--- config.mk ---
export PLATFORM = sky130hd
export DESIGN_NAME = inert_sensor_resp
export DESIGN_NICKNAME = d
export VERILOG_FILES = /design/src/rtl/inert_sensor_resp.sv
export SDC_FILE = /design/constraint.sdc
export NUM_CORES = 1
export LEC_CHECK = 0
export BUFFER_PORTS_ARGS = -buffer_cell sky130_fd_sc_hd__buf_2
export CAP_MARGIN = 10
export CORE_MARGIN = 2
export CORE_UTILIZATION = 50
export DETAILED_ROUTE_END_ITERATION = 6
export PLACE_DENSITY = 0.68
export SLEW_MARGIN = 10
export SYNTH_ARGS = -nofsm -noshare
export SYNTH_HDL_FRONTEND = slang
export SYNTH_SLANG_ARGS = --single-unit
--- constraint.sdc ---
create_clock -name clk -period 2.98 [get_ports clk]
set_input_delay 0 -clock clk [delete_from_list [all_inputs] [get_ports clk]]
set_output_delay 0 -clock clk [all_outputs]
set_load 0.005 [all_outputs]
--- src/rtl/inert_sensor_resp.sv ---
// SPI responder standing in for the inertial sensor: small config register file,
// pitch-rate / Z-accel readback from a per-sample snapshot, and the data-ready INT.
module inert_sensor_resp #(
   parameter logic [15:0] SMPL_PERIOD = 16'd4096,
   parameter logic [7:0]  WHO_AM_I    = 8'h6A
) (
   input  logic        clk,
   input  logic        rst_n,
   input  logic        SS_n,
   input  logic        SCLK,
   input  logic        MOSI,
   output logic        MISO,
   output logic        INT,
   input  logic [15:0] ptch_rt_in,
   input  logic [15:0] az_in,
   output logic        setup_done
);

   typedef enum logic {IDLE, SHIFT} state_t;
   state_t r_state, w_nxt_state;

   logic [2:0]  r_ss_sync, r_sclk_sync;
   logic [1:0]  r_mosi_sync;
   logic [1:0]  r_warm;
   logic        r_armed;
   logic [4:0]  r_bit_cnt;
   logic [15:0] r_rx;
   logic [7:0]  r_tx;
   logic [7:0]  r_int1_ctrl, r_ctrl1_xl, r_ctrl2_g, r_ctrl5;
   logic [15:0] r_snap_ptch, r_snap_az, r_smpl_cnt;
   logic        r_int, r_pending, r_setup_done;
   logic        w_ss_fall, w_ss_rise, w_sclk_rise, w_sclk_fall;
   logic        w_frame_start, w_frame_end, w_full_frame, w_wr, w_int_clr;
   logic        w_tick, w_take;
   logic [7:0]  w_rd_data;

   always_ff @(posedge clk or negedge rst_n) begin
      if (!rst_n) begin
         r_ss_sync   <= '1;
         r_sclk_sync <= '1;
         r_mosi_sync <= '0;
      end else begin
         r_ss_sync   <= {r_ss_sync[1:0], SS_n};
         r_sclk_sync <= {r_sclk_sync[1:0], SCLK};
         r_mosi_sync <= {r_mosi_sync[0], MOSI};
      end
   end

   assign w_ss_fall   =  r_ss_sync[2]   & ~r_ss_sync[1];
   assign w_ss_rise   = ~r_ss_sync[2]   &  r_ss_sync[1];
   assign w_sclk_rise = ~r_sclk_sync[2] &  r_sclk_sync[1];
   assign w_sclk_fall =  r_sclk_sync[2] & ~r_sclk_sync[1];

   // The SS_n sync chain resets high, so a reset taken mid-frame would fake a fall;
   // frames are only accepted once SS_n has been seen genuinely high after reset.
   always_ff @(posedge clk or negedge rst_n) begin
      if (!rst_n) begin
         r_warm  <= '0;
         r_armed <= 1'b0;
      end else begin
         if (r_warm != 2'd3) r_warm <= r_warm + 2'd1;
         if (r_warm == 2'd3 && r_ss_sync[1]) r_armed <= 1'b1;
      end
   end

   assign w_frame_start = (r_state == IDLE) && w_ss_fall && r_armed;
   assign w_frame_end   = (r_state == SHIFT) && w_ss_rise;
   assign w_full_frame  = w_frame_end && (r_bit_cnt == 5'd16);
   assign w_wr          = w_full_frame && !r_rx[15];
   assign w_int_clr     = w_full_frame && r_rx[15] && (r_rx[14:8] == 7'h22);

   always_ff @(posedge clk or negedge rst_n) begin
      if (!rst_n) r_state <= IDLE;
      else        r_state <= w_nxt_state;
   end

   always_comb begin
      w_nxt_state = r_state;
      case (r_state)
         IDLE:  if (w_frame_start) w_nxt_state = SHIFT;
         SHIFT: if (w_ss_rise)     w_nxt_state = IDLE;
      endcase
   end

   always_comb begin
      w_rd_data = '0;
      case (r_rx[6:0])
         7'h0D: w_rd_data = r_int1_ctrl;
         7'h0F: w_rd_data = WHO_AM_I;
         7'h10: w_rd_data = r_ctrl1_xl;
         7'h11: w_rd_data = r_ctrl2_g;
         7'h14: w_rd_data = r_ctrl5;
         7'h22: w_rd_data = r_snap_ptch[7:0];
         7'h23: w_rd_data = r_snap_ptch[15:8];
         7'h2C: w_rd_data = r_snap_az[7:0];
         7'h2D: w_rd_data = r_snap_az[15:8];
         default: w_rd_data = '0;
      endcase
   end

   always_ff @(posedge clk or negedge rst_n) begin
      if (!rst_n) begin
         r_bit_cnt <= '0;
         r_rx      <= '0;
         r_tx      <= '0;
      end else if (w_frame_start) begin
         r_bit_cnt <= '0;
         r_rx      <= '0;
         r_tx      <= '0;
      end else if (r_state == SHIFT) begin
         if (w_sclk_rise) begin
            r_rx <= {r_rx[14:0], r_mosi_sync[1]};
            if (r_bit_cnt != 5'd16) r_bit_cnt <= r_bit_cnt + 5'd1;
         end
         if (w_sclk_fall) begin
            if (r_bit_cnt == 5'd8)
               r_tx <= w_rd_data;
            else if (r_bit_cnt > 5'd8 && r_bit_cnt < 5'd16)
               r_tx <= {r_tx[6:0], 1'b0};
         end
      end
   end

   always_ff @(posedge clk or negedge rst_n) begin
      if (!rst_n) begin
         r_int1_ctrl <= '0;
         r_ctrl1_xl  <= '0;
         r_ctrl2_g   <= '0;
         r_ctrl5     <= '0;
      end else if (w_wr) begin
         case (r_rx[14:8])
            7'h0D: r_int1_ctrl <= r_rx[7:0];
            7'h10: r_ctrl1_xl  <= r_rx[7:0];
            7'h11: r_ctrl2_g   <= r_rx[7:0];
            7'h14: r_ctrl5     <= r_rx[7:0];
            default: ;
         endcase
      end
   end

   always_ff @(posedge clk or negedge rst_n) begin
      if (!rst_n) r_setup_done <= 1'b0;
      else r_setup_done <= (r_int1_ctrl == 8'h02) && (r_ctrl2_g != 8'h00) && (r_ctrl1_xl != 8'h00);
   end

   assign w_tick = r_setup_done && (r_smpl_cnt == SMPL_PERIOD - 16'd1);
   // Samples are taken only outside a frame (the frame-end cycle counts as outside),
   // so a frame's bytes come from one snapshot and a new sample beats the INT clear.
   assign w_take = (w_tick || r_pending) && ((r_state == IDLE) || w_frame_end);

   always_ff @(posedge clk or negedge rst_n) begin
      if (!rst_n) begin
         r_smpl_cnt  <= '0;
         r_pending   <= 1'b0;
         r_snap_ptch <= '0;
         r_snap_az   <= '0;
         r_int       <= 1'b0;
      end else begin
         if (!r_setup_done || w_tick) r_smpl_cnt <= '0;
         else                         r_smpl_cnt <= r_smpl_cnt + 16'd1;
         if (w_take)      r_pending <= 1'b0;
         else if (w_tick) r_pending <= 1'b1;
         if (w_take) begin
            r_snap_ptch <= ptch_rt_in;
            r_snap_az   <= az_in;
         end
         if (w_take)         r_int <= 1'b1;
         else if (w_int_clr) r_int <= 1'b0;
      end
   end

   assign MISO       = (r_state == SHIFT) & r_tx[7];
   assign INT        = r_int;
   assign setup_done = r_setup_done;

endmodule

==> results.json <==
{
  "initialDrtViolationCount": 225,
  "cpPeakStageDelay_ns": 0.60,
  "ant_nets": 0,
  "async_flop_share_pct": 100,
  "cp-start-kind": "register",
  "worst_slack_ns": 0.455,
  "drive_gt1_share_pct": 29.4,
  "power_frac_comb_pct": 8.7,
  "final-max-slew-violation-count": 0,
  "chipHeight_um": 111,
  "synthFlopType": "dfrtp_1",
  "yosysWarnings": 0,
  "area_growth_pct": 21.7,
  "multi_input_area_um2": 2460,
  "rsz0062_at_grt": "false",
  "vdd_drop_max_uv": 449,
  "cts_root_buf": "clkbuf_16",
  "numPortBuffers": 39,
  "pwr-share-clk_pct": 46.7,
  "yosysTopAreaCell": "dfrtp_1",
  "synthAdderAreaFrac_pct": 0.872,
  "path_clk_slew_ns": 0.05,
  "drt_wl_total_mm": 13.6,
  "final_cells": 708,
  "core-area_um2": 11300,
  "synth_top_family_by_area": "simple AND/OR/NAND/NOR gates",
  "yosysUniqueCellTypes": 60,
  "route.detailed.drc": 0,
  "htreeDepth": 4,
  "num_vias": 4145,
  "synth_area_leaders": "dfrtp_1, mux2_2, a22o_1",
  "worstPathRequired_ns": 3.32,
  "cap_violations": 0,
  "gp_congestion": 0.954,
  "tns_ns": 0,
  "critPathMaxFanout": 14,
  "start_util_pct": 50.7,
  "avgSynthCellArea_um2": 12.2,
  "wl_per_cell_um": 19.2,
  "hold_path_class": "input port to async pin",
  "finalCritPeriodShare_pct": 84.7,
  "dieWidth_um": 111,
  "viasPerCell": 5.85,
  "setup_viol": 0,
  "synth_nets": 513,
  "first_pass_iters": 5,
  "p_per_area_nw_per_um2": 584,
  "crit_type": "register to register",
  "p_leak_uw": 0.00311,
  "p_int_uw": 3110,
  "final_common_cell": "dfrtp_1",
  "numCtsBuffers": 17,
  "grt_use_total_pct": 23.8,
  "fin_crit_ns": 2.52,
  "synth_xor_area_share_pct": 2.90,
  "fillers": 884,
  "final_util_pct": 61.7,
  "first_global_vias": 4431,
  "syn_inst": 472,
  "overflow": 0,
  "synth_simple_gate_area_share_pct": 15.0,
  "grt_antenna_before_repair": 0,
  "grt_max_degree": 64,
  "fmax_mhz": 396,
  "yosysSeqAreaShare_pct": 54.2,
  "crit_slowest_cell": "dfrtp_1",
  "n_antenna_cell": 0,
  "pre_cts_slack_ns": 0.544,
  "seqCellArea_um2": 3110,
  "clock_latency_ns": 0.42,
  "synth_top_area_share_pct": 51.5,
  "cts_buffer_depth": 2,
  "nNetsFinal": 593,
  "endpoint_kind": "register",
  "swShare_pct": 23.8,
  "dieArea_um2": 12300,
  "num_rows": 39,
  "place_hpwl_mm": 9.22,
  "p_sw_uw": 969,
  "cp_data_arrival_time_ns": 2.86,
  "tightest_slew_ns": 0.808,
  "ys_ff_latch": 124,
  "synth_mux_area_share_pct": 14.2,
  "status": "finished, final reports clean",
  "slew_headroom_pct": 46.2,
  "dp.cells": 640,
  "synth_area_um2": 5740,
  "grt_pass1_wl_mm": 22.9,
  "layout_common_cells": "dfrtp_1, mux2_2, buf_2",
  "synth-compound-area-share_pct": 9.90,
  "hold_violations": 0,
  "crit_chain": "or3b_1, nor2_1, o21ai_0, a211o_1, o21ai_1",
  "pin_count": 40,
  "seqPwrFrac_pct": 44.6,
  "clkSinkCount": 124,
  "synth-edff-count": 0,
  "cts_tree": "built",
  "finClkSkew_ns": 0.00713
}
## worst max-delay path: cells and delay by family, from the launching register on
| family | cells | cell delay (ns) |
|---|---|---|
| AOI/OAI and AO/OA | 3 | 0.80 |
| and+or+nand+nor | 2 | 1.04 |
| DFF | 1 | 0.60 |
## cell usage after synthesis, types with 2 or more instances
library cell and number:
a31oi_1 2, nor2_1 31, o21ai_1 8, buf_6 5, and4b_1 2, nand2b_1 2, nand4_1 12, a22o_1 21
buf_2 2, clkbuf_1 16, ha_1 4, a22oi_1 12, nand3b_1 7, nor3_1 10, a21o_1 2, nor3b_1 5
and3b_1 2, o211a_1 2, a21oi_1 4, mux2i_1 4, dfstp_2 6, a32oi_1 3, a32o_1 2, nand2_1 23
dfrtp_1 118, a221o_1 3, mux2_2 69, or2_2 3, o21ai_0 10, and3_1 6, nor4_1 8, nor2b_1 3
and2_1 5, buf_1 2, nand3_1 7, xor2_1 14, a221oi_1 4, inv_1 7, xnor2_1 5
## what timing repair did
action	in CTS	in global routing
gates resized for setup	0	0
hold buffers	36	0
hold endpoints to repair	91	0
buffers inserted	0	0
## worst paths after layout
path,depth (start not counted),from,slack (ns),endpoint
worst max-delay path,5,r_rx[6],0.46,r_tx[3]
worst min-delay path,2,rst_n,0.22,r_warm[1]
worst max register to register,5,r_rx[6],0.46,r_tx[3]
worst min register to register,0,r_mosi_sync[0],0.35,r_mosi_sync[1]
max in group asynchronous,3,rst_n,1.98,r_ctrl5[2]
min in group clk,2,MOSI,0.23,r_mosi_sync[0]
## state kept, by name, summed over array words and instances, names as in the netlist, 3 cells and up
register / cells
r_ctrl5: 8
r_rx: 16
r_smpl_cnt: 16
r_ctrl2_g: 8
r_sclk_sync: 3
r_bit_cnt: 5
r_ctrl1_xl: 8
r_snap_ptch: 16
r_snap_az: 16
r_tx: 8
r_ss_sync: 3
r_int1_ctrl: 8
## through the flow
stage               area [um^2]  power, uW  hold WS [ns]
CTS                        6990       4120         0.201
detailed placement         6080       2160         0.109
global placement           6080       2150         0.107
finish                     6990       4080         0.220
floorplan                  5740       2010        -0.296
global route               6990       4230         0.213
## final cells by class
class	instances	share of cell area, %
well taps	143	2.56
multi-input cells	315	35.2
flip-flops and latches	124	44.5
inverters	7	0.376
repair buffers	87	9.46
clock inverters	8	0.967
clock buffers	24	6.90
## layer usage
metal  up-vias  global-route usage, %  routed length (um)
met5         -                      0                   0
met4         0                   8.89                 263
met3        25                   6.78                 612
met2       118                   38.9                6710
met1      2099                   30.4                5980
li1       1903                      -                   -
## kinds of logic after synthesis
| kind of cell | count (synthesis) |
|---|---|
| DFF | 124 |
| and+or+nand+nor | 143 |
| AOI/OAI and AO/OA | 76 |
| muxes | 73 |
| buffers and inverters | 33 |
| adders and majority gates | 4 |
| xor gates and xnor gates | 19 |
## power groups by stage
stage,Clock (uW),Combinational [uW],Sequential (uW)
final,1900,355,1820
after global routing,2020,389,1820
after CTS,1950,357,1820
after detailed placement,0,319,1840
after global placement,0,309,1840
after floorplan,0,203,1810
No activity file was read; power rests on OpenSTA's default activity.
